**config.mk**
```make
export PLATFORM = sky130hd
export DESIGN_NAME = out_frame_sequencer
export DESIGN_NICKNAME = d
export VERILOG_FILES = /design/src/rtl/outseq_pkg.sv /design/src/rtl/outseq_sync.sv /design/src/rtl/out_frame_sequencer.sv
export SDC_FILE = /design/constraint.sdc
export NUM_CORES = 1
export LEC_CHECK = 0
export ABC_CLOCK_PERIOD_IN_PS = 2400
export BUFFER_PORTS_ARGS = -buffer_cell sky130_fd_sc_hd__buf_4
export CAP_MARGIN = 20
export CORE_MARGIN = 4
export CORE_UTILIZATION = 27
export CTS_CLUSTER_SIZE = 10
export DETAILED_ROUTE_END_ITERATION = 6
export GPL_TIMING_DRIVEN = 0
export SLEW_MARGIN = 20
export SYNTH_ARGS = -nofsm -noshare
export SYNTH_HDL_FRONTEND = slang
export SYNTH_HIERARCHICAL = 1
export SYNTH_SLANG_ARGS = --single-unit
```
**constraint.sdc**
```tcl
create_clock -name newCLK -period 2.4 [get_ports newCLK]
set_clock_uncertainty 0.15 [all_clocks]
set_input_delay 0.48 -clock newCLK [delete_from_list [all_inputs] [get_ports newCLK]]
set_output_delay 0.48 -clock newCLK [all_outputs]
set_load 0.02 [all_outputs]
```
**src/rtl/outseq_pkg.sv**
```systemverilog
// Shared types and helpers for the output frame sequencer.
//   outseq_state_t   : FSM state encoding (IDLE, RECV, PAR, SHOW, ROTATE)
//   OUTSEQ_*_DEF     : default frame width and dwell length
//   f_cntw(max)      : bit width of a counter that must hold 0..max (minimum 1)
package outseq_pkg;

    typedef enum logic [2:0] {
        ST_IDLE   = 3'd0,
        ST_RECV   = 3'd1,
        ST_PAR    = 3'd2,
        ST_SHOW   = 3'd3,
        ST_ROTATE = 3'd4
    } outseq_state_t;

    localparam int OUTSEQ_WIDTH_DEF = 15;
    localparam int OUTSEQ_DWELL_DEF = 16;

    // Equivalent to $clog2(max+1), but never returns 0 so a counter for a
    // zero maximum still has a legal one-bit declaration.
    function automatic int f_cntw(input int max);
        int w;
        w = 1;
        for (int i = 1; i < 31; i++) begin
            if ((1 << i) <= max) w = i + 1;
        end
        return w;
    endfunction

endpackage

```
**src/rtl/outseq_sync.sv**
```systemverilog
// Multi-flop synchronizer for the asynchronous serial input.
//   clk    in   sampling clock
//   rst_n  in   asynchronous active-low reset, clears the chain to 0
//   d_in   in   asynchronous input
//   q_out  out  synchronized output, STAGES cycles behind d_in
module outseq_sync #(
    parameter int STAGES = 2
) (
    input  logic clk,
    input  logic rst_n,
    input  logic d_in,
    output logic q_out
);

    logic [STAGES-1:0] sync_q;
    logic [STAGES-1:0] sync_d;

    always_comb sync_d = {sync_q[STAGES-2:0], d_in};

    // NOTE: flops use non-blocking assignment so every stage samples the
    // value from before the edge; blocking here would collapse the chain.
    always_ff @(posedge clk or negedge rst_n) begin
        if (!rst_n) sync_q <= '0;
        else        sync_q <= sync_d;
    end

    assign q_out = sync_q[STAGES-1];

endmodule

```
**src/rtl/out_frame_sequencer.sv**
```systemverilog
// Serial-to-parallel frame loader and display sequencer for the LED/pad bus.
// A start bit (1) on the synchronized input is followed by WIDTH data bits,
// LSB first. The frame is committed to out_bus, held for DWELL_CYCLES, then
// rotated left ROT_STEPS times every ROT_PERIOD cycles before parking.
// A start bit while displaying aborts the display and receives a new frame.
//   newCLK        in   clock, rising edge
//   global_reset  in   asynchronous active-low reset
//   in1           in   serial frame input (asynchronous)
//   out_bus       out  displayed pattern, bit0 -> out1
//   frame_valid   out  a frame has been committed since reset
//   busy          out  FSM not in IDLE
//   frame_err     out  one-cycle pulse on a parity-rejected frame
// Build option: define OUTSEQ_PARITY_EN to append an even-parity bit to
// every frame; otherwise frame_err is tied to 0.
module out_frame_sequencer
    import outseq_pkg::*;
#(
    parameter int WIDTH        = OUTSEQ_WIDTH_DEF,
    parameter int DWELL_CYCLES = OUTSEQ_DWELL_DEF,
    parameter int ROT_PERIOD   = 4,
    parameter int ROT_STEPS    = 15,
    parameter int SYNC_STAGES  = 2
) (
    input  logic             newCLK,
    input  logic             global_reset,
    input  logic             in1,
    output logic [WIDTH-1:0] out_bus,
    output logic             frame_valid,
    output logic             busy,
    output logic             frame_err
);

    localparam int BIT_W   = f_cntw(WIDTH - 1);
    localparam int DWELL_W = f_cntw(DWELL_CYCLES - 1);
    localparam int PER_W   = f_cntw(ROT_PERIOD - 1);
    localparam int STEP_W  = f_cntw(ROT_STEPS);

    logic                s_in;
    outseq_state_t       state_q, state_d;
    logic [BIT_W-1:0]    bit_cnt_q, bit_cnt_d;
    logic [DWELL_W-1:0]  dwell_cnt_q, dwell_cnt_d;
    logic [PER_W-1:0]    period_cnt_q, period_cnt_d;
    logic [STEP_W-1:0]   step_cnt_q, step_cnt_d;
    logic [WIDTH-1:0]    shadow_q, shadow_d;
    logic [WIDTH-1:0]    out_bus_q, out_bus_d;
    logic                frame_valid_q, frame_valid_d;
    logic [WIDTH-1:0]    rot_val;
    logic                last_bit, dwell_done, period_done, last_step, commit;

    outseq_sync #(.STAGES(SYNC_STAGES)) u_sync (
        .clk   (newCLK),
        .rst_n (global_reset),
        .d_in  (in1),
        .q_out (s_in)
    );

    assign last_bit    = (int'(bit_cnt_q) == WIDTH - 1);
    assign dwell_done  = (int'(dwell_cnt_q) == DWELL_CYCLES - 1);
    assign period_done = (int'(period_cnt_q) == ROT_PERIOD - 1);
    assign last_step   = period_done && (int'(step_cnt_q) == ROT_STEPS - 1);

`ifdef OUTSEQ_PARITY_EN
    logic parity_ok;
    logic frame_err_q, frame_err_d;

    // Even parity: data bits plus parity bit must XOR to zero.
    assign parity_ok = ~(^{s_in, shadow_q});
    assign commit    = (state_q == ST_PAR) && parity_ok;

    always_comb frame_err_d = (state_q == ST_PAR) && !parity_ok;

    always_ff @(posedge newCLK or negedge global_reset) begin
        if (!global_reset) frame_err_q <= 1'b0;
        else               frame_err_q <= frame_err_d;
    end

    assign frame_err = frame_err_q;
`else
    // Without parity the frame commits on the same edge that samples its
    // last data bit.
    assign commit    = (state_q == ST_RECV) && last_bit;
    assign frame_err = 1'b0;
`endif

    // Left rotate by one; written bitwise so WIDTH=1 needs no special case.
    always_comb begin
        rot_val = '0;
        for (int i = 0; i < WIDTH; i++) begin
            rot_val[i] = out_bus_q[(i + WIDTH - 1) % WIDTH];
        end
    end

    // ---------------- state register ----------------
    always_ff @(posedge newCLK or negedge global_reset) begin
        if (!global_reset) state_q <= ST_IDLE;
        else               state_q <= state_d;
    end

    // ---------------- next-state logic ----------------
    // NOTE: every signal written in a combinational block gets a default
    // first, so no path through the case can leave it unassigned (a latch).
    always_comb begin
        state_d = state_q;
        unique case (state_q)
            ST_IDLE:   if (s_in) state_d = ST_RECV;
            ST_RECV:   if (last_bit) state_d = commit ? ST_SHOW : ST_PAR;
            ST_PAR:    state_d = commit ? ST_SHOW : ST_IDLE;
            ST_SHOW: begin
                if (s_in)            state_d = ST_RECV;
                else if (dwell_done) state_d = (ROT_STEPS > 0) ? ST_ROTATE : ST_IDLE;
            end
            ST_ROTATE: begin
                if (s_in)           state_d = ST_RECV;
                else if (last_step) state_d = ST_IDLE;
            end
            default:   state_d = ST_IDLE;
        endcase
    end

    // ---------------- datapath / output logic ----------------
    always_comb begin
        bit_cnt_d     = bit_cnt_q;
        dwell_cnt_d   = dwell_cnt_q;
        period_cnt_d  = period_cnt_q;
        step_cnt_d    = step_cnt_q;
        shadow_d      = shadow_q;
        out_bus_d     = out_bus_q;
        frame_valid_d = frame_valid_q;

        case (state_q)
            ST_IDLE: begin
                if (s_in) bit_cnt_d = '0;
            end
            ST_RECV: begin
                // Bit n lands in shadow[n], i.e. LSB first.
                shadow_d[bit_cnt_q] = s_in;
                if (!last_bit) bit_cnt_d = bit_cnt_q + BIT_W'(1);
            end
            ST_SHOW: begin
                if (s_in) begin
                    bit_cnt_d = '0;
                end else if (dwell_done) begin
                    period_cnt_d = '0;
                    step_cnt_d   = '0;
                end else begin
                    dwell_cnt_d = dwell_cnt_q + DWELL_W'(1);
                end
            end
            ST_ROTATE: begin
                // A start bit wins over a rotate step due on the same edge;
                // out_bus then keeps its current value until the next commit.
                if (s_in) begin
                    bit_cnt_d = '0;
                end else if (period_done) begin
                    out_bus_d    = rot_val;
                    period_cnt_d = '0;
                    if (int'(step_cnt_q) < ROT_STEPS) step_cnt_d = step_cnt_q + STEP_W'(1);
                end else begin
                    period_cnt_d = period_cnt_q + PER_W'(1);
                end
            end
            default: ;
        endcase

        // shadow_d already contains the bit sampled on this edge.
        if (commit) begin
            out_bus_d     = shadow_d;
            frame_valid_d = 1'b1;
            dwell_cnt_d   = '0;
        end
    end

    // NOTE: the shadow register is reset along with the counters so that a
    // frame cut short by reset can never surface on out_bus afterwards.
    always_ff @(posedge newCLK or negedge global_reset) begin
        if (!global_reset) begin
            bit_cnt_q     <= '0;
            dwell_cnt_q   <= '0;
            period_cnt_q  <= '0;
            step_cnt_q    <= '0;
            shadow_q      <= '0;
            out_bus_q     <= '0;
            frame_valid_q <= 1'b0;
        end else begin
            bit_cnt_q     <= bit_cnt_d;
            dwell_cnt_q   <= dwell_cnt_d;
            period_cnt_q  <= period_cnt_d;
            step_cnt_q    <= step_cnt_d;
            shadow_q      <= shadow_d;
            out_bus_q     <= out_bus_d;
            frame_valid_q <= frame_valid_d;
        end
    end

    assign out_bus     = out_bus_q;
    assign frame_valid = frame_valid_q;
    assign busy        = (state_q != ST_IDLE);

endmodule
```
# == Word level (Yosys, flattened, before mapping) ==
# Index checks and enable logic that the tools add are counted.
# word_totals
reg_bits,50
wordCells,89
output_inout_bits,18
input_bits,3
# op_classes
eq_ne,21
reduce_logical,17
order_cmp,3
n_mux,35
addsub,4
# op_table
op,count
$mux W15,5
$mux W4,11
$mux W3,6
$ne A2 B2 Y1 const B,8
$pmux W4 S2,2
$bwmux W15,1
$pmux W3 S5,1
$add A4 B1 Y4 const B,3
$mux W2,5
$reduce_bool A2 Y1,5
$reduce_and A3 Y1,3
$eq A4 B2 Y1 const B,2
$reduce_and A4 Y1,2
$eq A3 B2 Y1 const B,2
$ne A2 B1 Y1 const B,3
$ne A3 B2 Y1 const B,2
$reduce_and A6 Y1,1
$lt A4 B5 Y1 const B,1
$demux W1 S4,1
$eq A4 B1 Y1 const B,1
$ge A4 B1 Y1 const B,1
$lt A4 B4 Y1 const B,1
$pmux W2 S2,1
$eq A3 B1 Y1 const B,1
8 further kinds,11

# == Depth between registers and ports, before layout ==
# Gate-level depths: netlist (run 1).
# logic_depth
ltp_word,7
depth_mapped,7
depth_no_buf,5

# == By module ==
# The synthesis (run 1) kept the hierarchy.
# by_module_without_submodules
mod,cells_per_inst,instances,area_per_inst_um2,seq_area_each_um2
out_frame_sequencer,244,1,2398.6,1176.1
outseq_sync,2,1,50.0,50.0

# == Least setup slack after synthesis (run 1) ==
# No wires, ideal clock.
# synth_timing
path_kind,register -> register
from,reg bit_cnt_q[0]
to,reg bit_cnt_q[0]
t_required_ns,2.122
setup_ns,0.128
stages_incl_launch_ff,7
n_path_buf,1
arrival_time_ns,1.511
setup_slack_ns,0.612
synth_period_minus_slack_ns,1.788
cell_sequence,dfrtp_1 -> inv_1 -> ha_1 -> and4_1 -> buf_2 -> nor2_1 -> mux2_1
# synth_between
elab_chain_cells,3
elab_cells_between_ends,6
cone_classes,1 x add/sub; 2 x eq/ne; 2 x mux; 1 x reduce/logical
# synth_rtl
item,line,text
start: declaration,out_frame_sequencer.sv:40,"logic [BIT_W-1:0] bit_cnt_q, bit_cnt_d;"
start signal: assignment,out_frame_sequencer.sv:185,bit_cnt_q <= bit_cnt_d;
$add A4 B1 Y4 or $eq A4 B2 Y1 (tied branches),"out_frame_sequencer.sv:137, out_frame_sequencer.sv:57",
$mux W4 or $ne A2 B2 Y1 (tied branches),--,
$pmux W4 S2 or $reduce_and A3 Y1 (tied branches),--,
# Parallel ways exist; a longest one is shown, timed or not. The select of a mux whose other input is x is not followed.
# A chain may end at the register's enable or synchronous reset.

# == Worst setup path after layout (run 1) ==
# layout_timing
from,reg state_q[1]
to,reg out_bus_q[0] (netlist: out_bus[0])
# layout_between
elab_chain_cells,4
elab_cells_between_ends,9
cone_classes,3 x eq/ne; 2 x mux; 4 x reduce/logical
# layout_rtl
item,line,text
start: declaration,out_frame_sequencer.sv:39,"outseq_state_t state_q, state_d;"
start signal: assignment,out_frame_sequencer.sv:96,else state_q <= state_d;
$eq A3 B1 Y1,"out_frame_sequencer.sv:81, out_frame_sequencer.sv:130",
$logic_and A1 B1 Y1,out_frame_sequencer.sv:81,assign commit = (state_q == ST_RECV) && last_bit;
$ne A2 B2 Y1 (no source line) or $reduce_bool A2 Y1 (tied branches),--,
$reduce_and A3 Y1 (no source line),--,
end signal: assignment,out_frame_sequencer.sv:190,out_bus_q <= out_bus_d;
end: declaration,out_frame_sequencer.sv:45,"logic [WIDTH-1:0] out_bus_q, out_bus_d;"
# Parallel ways exist; a longest one is shown, timed or not.

==> results.cfg, run 1 <==
[run_status]
status = complete, no violations

[clock_tree]
clockRootBuffer = clkbuf_8
h-tree-depth = 2
cts.hold.buffers_added = 0
ctsResizeCount = 0
clk_latency_ps = 300
cts_setup_buffers = 0
cts.path.max_buffers = 2
cts_sinks = 49
cts_buffers = 5
cts_tree = done
clk_pin_slew_worst_paths_ps = 90

[setup_path]
cp_cell_sequence = buf_6, nor4b_2, nand2_1, clkbuf_1, nand3_1, nand2_1
cp-start-kind = flip-flop
crit_start = state_q[1]
end_kind = flip-flop
cp_max_fo = 10
reg2reg_setup_slack_ps = 380
crit_required_ps = 2440
worstPathArrival_ps = 2070
crit_type = reg2reg
crit_family = simple AND/OR/NAND/NOR gates
r2r-start = state_q[1]
crit_buf_inv = 2
r2r-end = out_bus[0]
cp_slowest_cell = nor4b_2
slowest_delay_ps = 470
path_common_cell = nand2_1
rr_worst_depth = 6

[routing]
vias = 1843
drc = 0
wl_per_cell_um = 13.7
ant_nets = 0
viasPerCell = 4.84
routed_wl_um = 5210
drt_iter0_drc = 118
drt-pass1-iter-count = 4

[layout]
num-fill-cells = 918
diodes = 0
fin_util_pct = 32.4
areaGrowthSynthToFinish_pct = 16.1
fin_nets = 283
drive_gt1_share_pct = 15.8

[floorplan]
core_area_um2 = 8760
start_util_pct = 27.9
die_w_um = 103
fp-row-count = 34
fp.dieH_um = 103
io_pins = 21
die_area_um2 = 10700

[timing]
fin_crit_sh_pct = 84.3
setup_viol = 0
tns_ps = 0
max_slew_margin_pct = 58.3
grt_setup_unrepaired = no
drv_slew = 0
fmaxAchievable_mhz = 494
worstMarginPinSlew_ps = 625
setup_ws_ps = 376
final_hold_viol_count = 0
min_period_ps = 2020

[synthesis]
synth_top_area_share_pct = 50.1
ys_ff_latch = 49
synthesis.instances = 246
synthArstFlopShare_pct = 100
ys_seq_area_share_pct = 50.1
synth_edf_count = 0
synth_area_um2 = 2450
ys_types = 41
syn_area_per_cell_um2 = 9.95
syn_nets = 257
synth_top_cell_by_area = dfrtp_1
synth_area_leaders = dfrtp_1 50%, mux2_1 6.9%, a21oi_1 5.3%, nand2_1 5.1%, nand3_1 4.9%
synthFlopType = dfrtp_1
yosys_warnings = 6

[placed_design]
dp_hpwl_um = 3740
place_ws_ps = 355
place_congestion = 0.803
port_buffers = 19

[grt]
grt_max_degree = 50
globalRouteOverflowTotal = 0
first_global_vias = 1846
antenna_found_initial = 0
grt_pass1_wl_um = 9140
grt.total_usage_pct = 10.9

[power]
irDropWorstVdd_v = 0.000267
netSwitchingFraction_pct = 32.8
cellPowerDensity_nw_per_um2 = 839
combPwrFrac_pct = 28.1
leakage_nw = 1.33
p_sw_uw = 783
p_total_mw = 2.39
clkPwrFrac_pct = 25.9
seqPwrFrac_pct = 46.1
power.internal_mw = 1.60

[flow_run]
max_cap_violations = 0

[min_path]
hold_path.class = in2async
## worst max-delay path by stage
stage	endpoint	slack [ps]	cells after the start
2_1_floorplan	bit_cnt_q[0]	610	6
3_3_place_gp	out_bus[0]	390	6
3_5_place_dp	out_bus[0]	350	6
4_1_cts	out_bus[7]	320	6
5_1_grt	out_bus[8]	120	6
6_report	out_bus[0]	380	6
## state kept, by name, summed over array words and instances, names as in the netlist
name / count
out_bus: 15
dwell_cnt_q: 4
shadow_q: 14
bit_cnt_q: 4
state_q: 3
u_sync/sync_q: 2
frame_valid: 1
period_cnt_q: 2
step_cnt_q: 4
## logic make-up after synthesis
| logic type | share of synthesized area [%] |
|---|---|
| AND/OR/NAND/NOR | 21.8 |
| flip-flops | 50.1 |
| AO/OA/AOI/OAI | 11.2 |
| buffers and inverters | 4.24 |
| multiplexers | 7.72 |
| adder cells (fa/ha/maj) | 4.09 |
| XOR/XNOR | 0.716 |
| other | 0.153 |
## synth_stat cells, types with 2 or more instances
| cell type | number |
|---|---|
| a21oi_1 | 26 |
| a22oi_1 | 4 |
| a32oi_1 | 2 |
| and3_1 | 2 |
| buf_2 | 5 |
| buf_4 | 3 |
| buf_6 | 2 |
| clkbuf_1 | 6 |
| dfrtp_1 | 49 |
| ha_1 | 8 |
| inv_1 | 3 |
| mux2_1 | 15 |
| mux2i_1 | 2 |
| nand2_1 | 33 |
| nand2b_1 | 3 |
| nand3_1 | 24 |
| nand4_1 | 3 |
| nor2_1 | 22 |
| nor2b_1 | 3 |
| nor3_1 | 2 |
| nor3b_2 | 2 |
| o21ai_0 | 5 |
| o31ai_1 | 2 |
| or3_1 | 2 |
| xor2_1 | 2 |
## power by group through the flow
stage / logic, mW / registers (mW) / clock network [mW]
2_1_floorplan: 0.454 / 1.12 / 0
4_1_cts: 0.678 / 1.10 / 0.633
5_1_grt: 0.756 / 1.13 / 0.665
6_report: 0.669 / 1.10 / 0.617
3_3_place_gp: 0.663 / 1.11 / 0
3_5_place_dp: 0.676 / 1.12 / 0
## final cells by class
cell class,instances,area [um^2],share of cell area (%)
Sequential cell,49,1230,43.1
Multi-Input combinational cell,178,1120,39.3
Timing Repair Buffer,19,143,5.02
Tap cell,108,135,4.75
Buffer,16,92.6,3.26
Clock buffer,7,86.3,3.04
Clock inverter,1,30.0,1.06
Inverter,3,11.3,0.396
## through the flow
step / hold slack (ps) / cells / instance area [um^2]
detailed placement: 192 / 373 / 2730
finish: 42.2 / 381 / 2840
CTS: 68.7 / 381 / 2840
global placement: 188 / 373 / 2730
global route: 95.3 / 381 / 2840
floorplan: 34.4 / 246 / 2450
## routing by layer
metal	global-route usage, %	share of wire (%)
met1	14.5	47
met2	17.8	48
met3	2.82	3.3
met4	2.99	1.2
met5	0	0
## cells in the final DEF (no fill, tap or decap), types with 3 or more instances in the layout
cell	Yosys	final
a21oi_1	26	26
nand3_1	24	24
dfrtp_1	49	49
buf_2	5	5
nor2_1	22	22
nand2b_1	3	3
nor2b_1	3	3
a22oi_1	4	4
nand4_1	3	3
clkbuf_1	6	7
clkbuf_8	0	6
mux2_1	15	15
nand2_1	33	33
o21ai_0	5	5
buf_4	3	22
ha_1	8	8
inv_1	3	3
Power figures use the tool's default switching activity.
==> run 2, diff against run 1 <==
--- a/config.mk
+++ b/config.mk
@@ -5,7 +5,7 @@
 export SDC_FILE = /design/constraint.sdc
 export NUM_CORES = 1
 export LEC_CHECK = 0
-export ABC_CLOCK_PERIOD_IN_PS = 2400
+export ABC_CLOCK_PERIOD_IN_PS = 1650
 export BUFFER_PORTS_ARGS = -buffer_cell sky130_fd_sc_hd__buf_4
 export CAP_MARGIN = 20
 export CORE_MARGIN = 4
==> constraint.sdc (replaced) <==
create_clock -name newCLK -period 1.65 [get_ports newCLK]
set_clock_uncertainty 0.15 [all_clocks]
set_input_delay 0.33 -clock newCLK [delete_from_list [all_inputs] [get_ports newCLK]]
set_output_delay 0.33 -clock newCLK [all_outputs]
set_load 0.02 [all_outputs]
==> run 2 against run 1 <==
Sequential cell count stayed put; die area stayed put; the run now ends with setup timing left; clock-buffer cell count is 2 lower.
==> results.cfg, run 2 (synthesis gave the netlist of run 1 again) <==
[setup_path]
crit_required_ps = 1170
worstPathArrival_ps = 1350
cp_max_fo = 8
cp_slowest_cell = dfrtp_2
reg2reg_setup_slack_ps = -160
crit_type = reg2out
end_kind = primary output
slowest_delay_ps = 480
cp-start-kind = flip-flop
cp_cell_sequence = or3_4, buf_6

[min_path]
hold_path.class = reg2reg

[routing]
drc = 0
viasPerCell = 5.09
routed_wl_um = 6390
wl_per_cell_um = 15.7
vias = 2078
drt-pass1-iter-count = 4
drt_iter0_drc = 105
ant_nets = 0

[timing]
setup_ws_ps = -175
final_hold_viol_count = 0
max_slew_margin_pct = 57.7
whs_ps = 209
worstMarginPinSlew_ps = 635
fin_crit_sh_pct = 111
setup_viol = 38
grt_setup_unrepaired = yes
min_period_ps = 1830
fmaxAchievable_mhz = 548
drv_slew = 0

[floorplan]
start_util_pct = 27.9
die_area_um2 = 10700
core_area_um2 = 8760
fp.dieH_um = 103
io_pins = 21
fp-row-count = 34
die_w_um = 103

[grt]
grt_max_degree = 50
first_global_vias = 2103
globalRouteOverflowTotal = 0
grt_pass1_wl_um = 10600
grt.total_usage_pct = 12.7
antenna_found_initial = 0

[clock_tree]
cts_buffers = 5
h-tree-depth = 2
cts.path.max_buffers = 2
clk_latency_ps = 310
cts_tree = done
clk_pin_slew_worst_paths_ps = 90
clockRootBuffer = clkbuf_8
cts_sinks = 49

[placed_design]
place_congestion = 0.787
dp_hpwl_um = 3720
port_buffers = 19
dpl_cell_area_um2 = 2760
dp.cells = 373

[power]
irDropWorstVdd_v = 0.000432
cellPowerDensity_nw_per_um2 = 1220
leakage_nw = 1.61

[layout]
largest_reg_flops = 15
drive_gt1_share_pct = 44.7
final_cells = 408
fin_nets = 310
final_cell_mix = 47 x dfrtp_1, 34 x buf_4, 31 x nand2_1, 19 x a21oi_1, 16 x nor2_1
mostFrequentLayoutCell = dfrtp_1
areaGrowthSynthToFinish_pct = 46.4
postLayoutCellArea_um2 = 3580
diodes = 0
num-fill-cells = 825

[run_status]
status = complete, but fails checks
violations = setup timing

[flow_run]
max_cap_violations = 0
run 2: cell count changes in the layout (fill, tap and decap cells not counted), moves of 6 or more:
cell,before,now
mux2_1,15,0
mux2_4,0,15
nand3_1,24,10
buf_6,2,15
buf_4,22,34
nand3_4,0,9
a21oi_1,26,19
a21oi_2,0,7
nor2_1,22,16
run 2: layout make-up:
cell class	count	area [um^2]	share of cell area, %
clock inverter	3	46.3	1.29
inverter	3	11.3	0.314
tap	108	135	3.77
clock buffer	5	68.8	1.92
multi-input combinational	178	1490	41.5
timing repair buffer	49	465	13.0
buffer	13	141	3.94
sequential	49	1230	34.3
run 2: final timing paths:
path | start | to | depth (start not counted)
worst min-delay path | u_sync/sync_q[0] | u_sync/sync_q[1] | 0
worst min register to register | u_sync/sync_q[0] | u_sync/sync_q[1] | 0
min in group asynchronous | global_reset | out_bus[4] | 2
worst max register to register | state_q[0] | out_bus[12] | 7
max in group asynchronous | global_reset | state_q[0] | 2
worst max-delay path | state_q[2] | busy | 2
run 2: stage by stage:
step           setup TNS, ps  utilization [%]  total power [mW]  setup slack [ps]
2_1_floorplan          -27.6                -              2.33             -20.7
3_3_place_gp           -4310             31.5              2.61              -260
3_5_place_dp           -4800             31.5              2.65              -258
4_1_cts                -2300             38.7              4.10              -175
5_1_grt                -6330             40.9              4.58              -242
6_report               -3150             40.9              4.36              -175
run 2: report_power, final:
part	total, mW	internal [mW]	leakage, nW	switching (mW)
sequential	1.67	1.43	0.657	0.237
combinational	1.79	0.895	0.894	0.895
clock	0.897	0.454	0.0543	0.443
total	4.36	2.78	1.61	1.58
run 2: repair_timing:
action | CTS | global route
buffers inserted | 18 | 6
hold buffers | 2 | 0
pin swaps | 19 | 16
cloned | 4 | 0
hold endpoints to repair | 50 | 0
endpoints found under the setup margin | 36 | 42
resized for setup | 74 | 39
run 2: critical path, delay by kind of cell, from the launching register on:
kind	cells	cell delay, ps
flops	1	480
buf+inv	1	140
simple gates	1	410
run 2: routing by layer:
layer | vias up | global-route usage (%) | wire, um
met5 | - | 0 | 0
met4 | 0 | 3.69 | 98
met3 | 11 | 3.29 | 251
met2 | 41 | 21.0 | 3260
met1 | 1050 | 16.6 | 2780
li1 | 976 | - | -
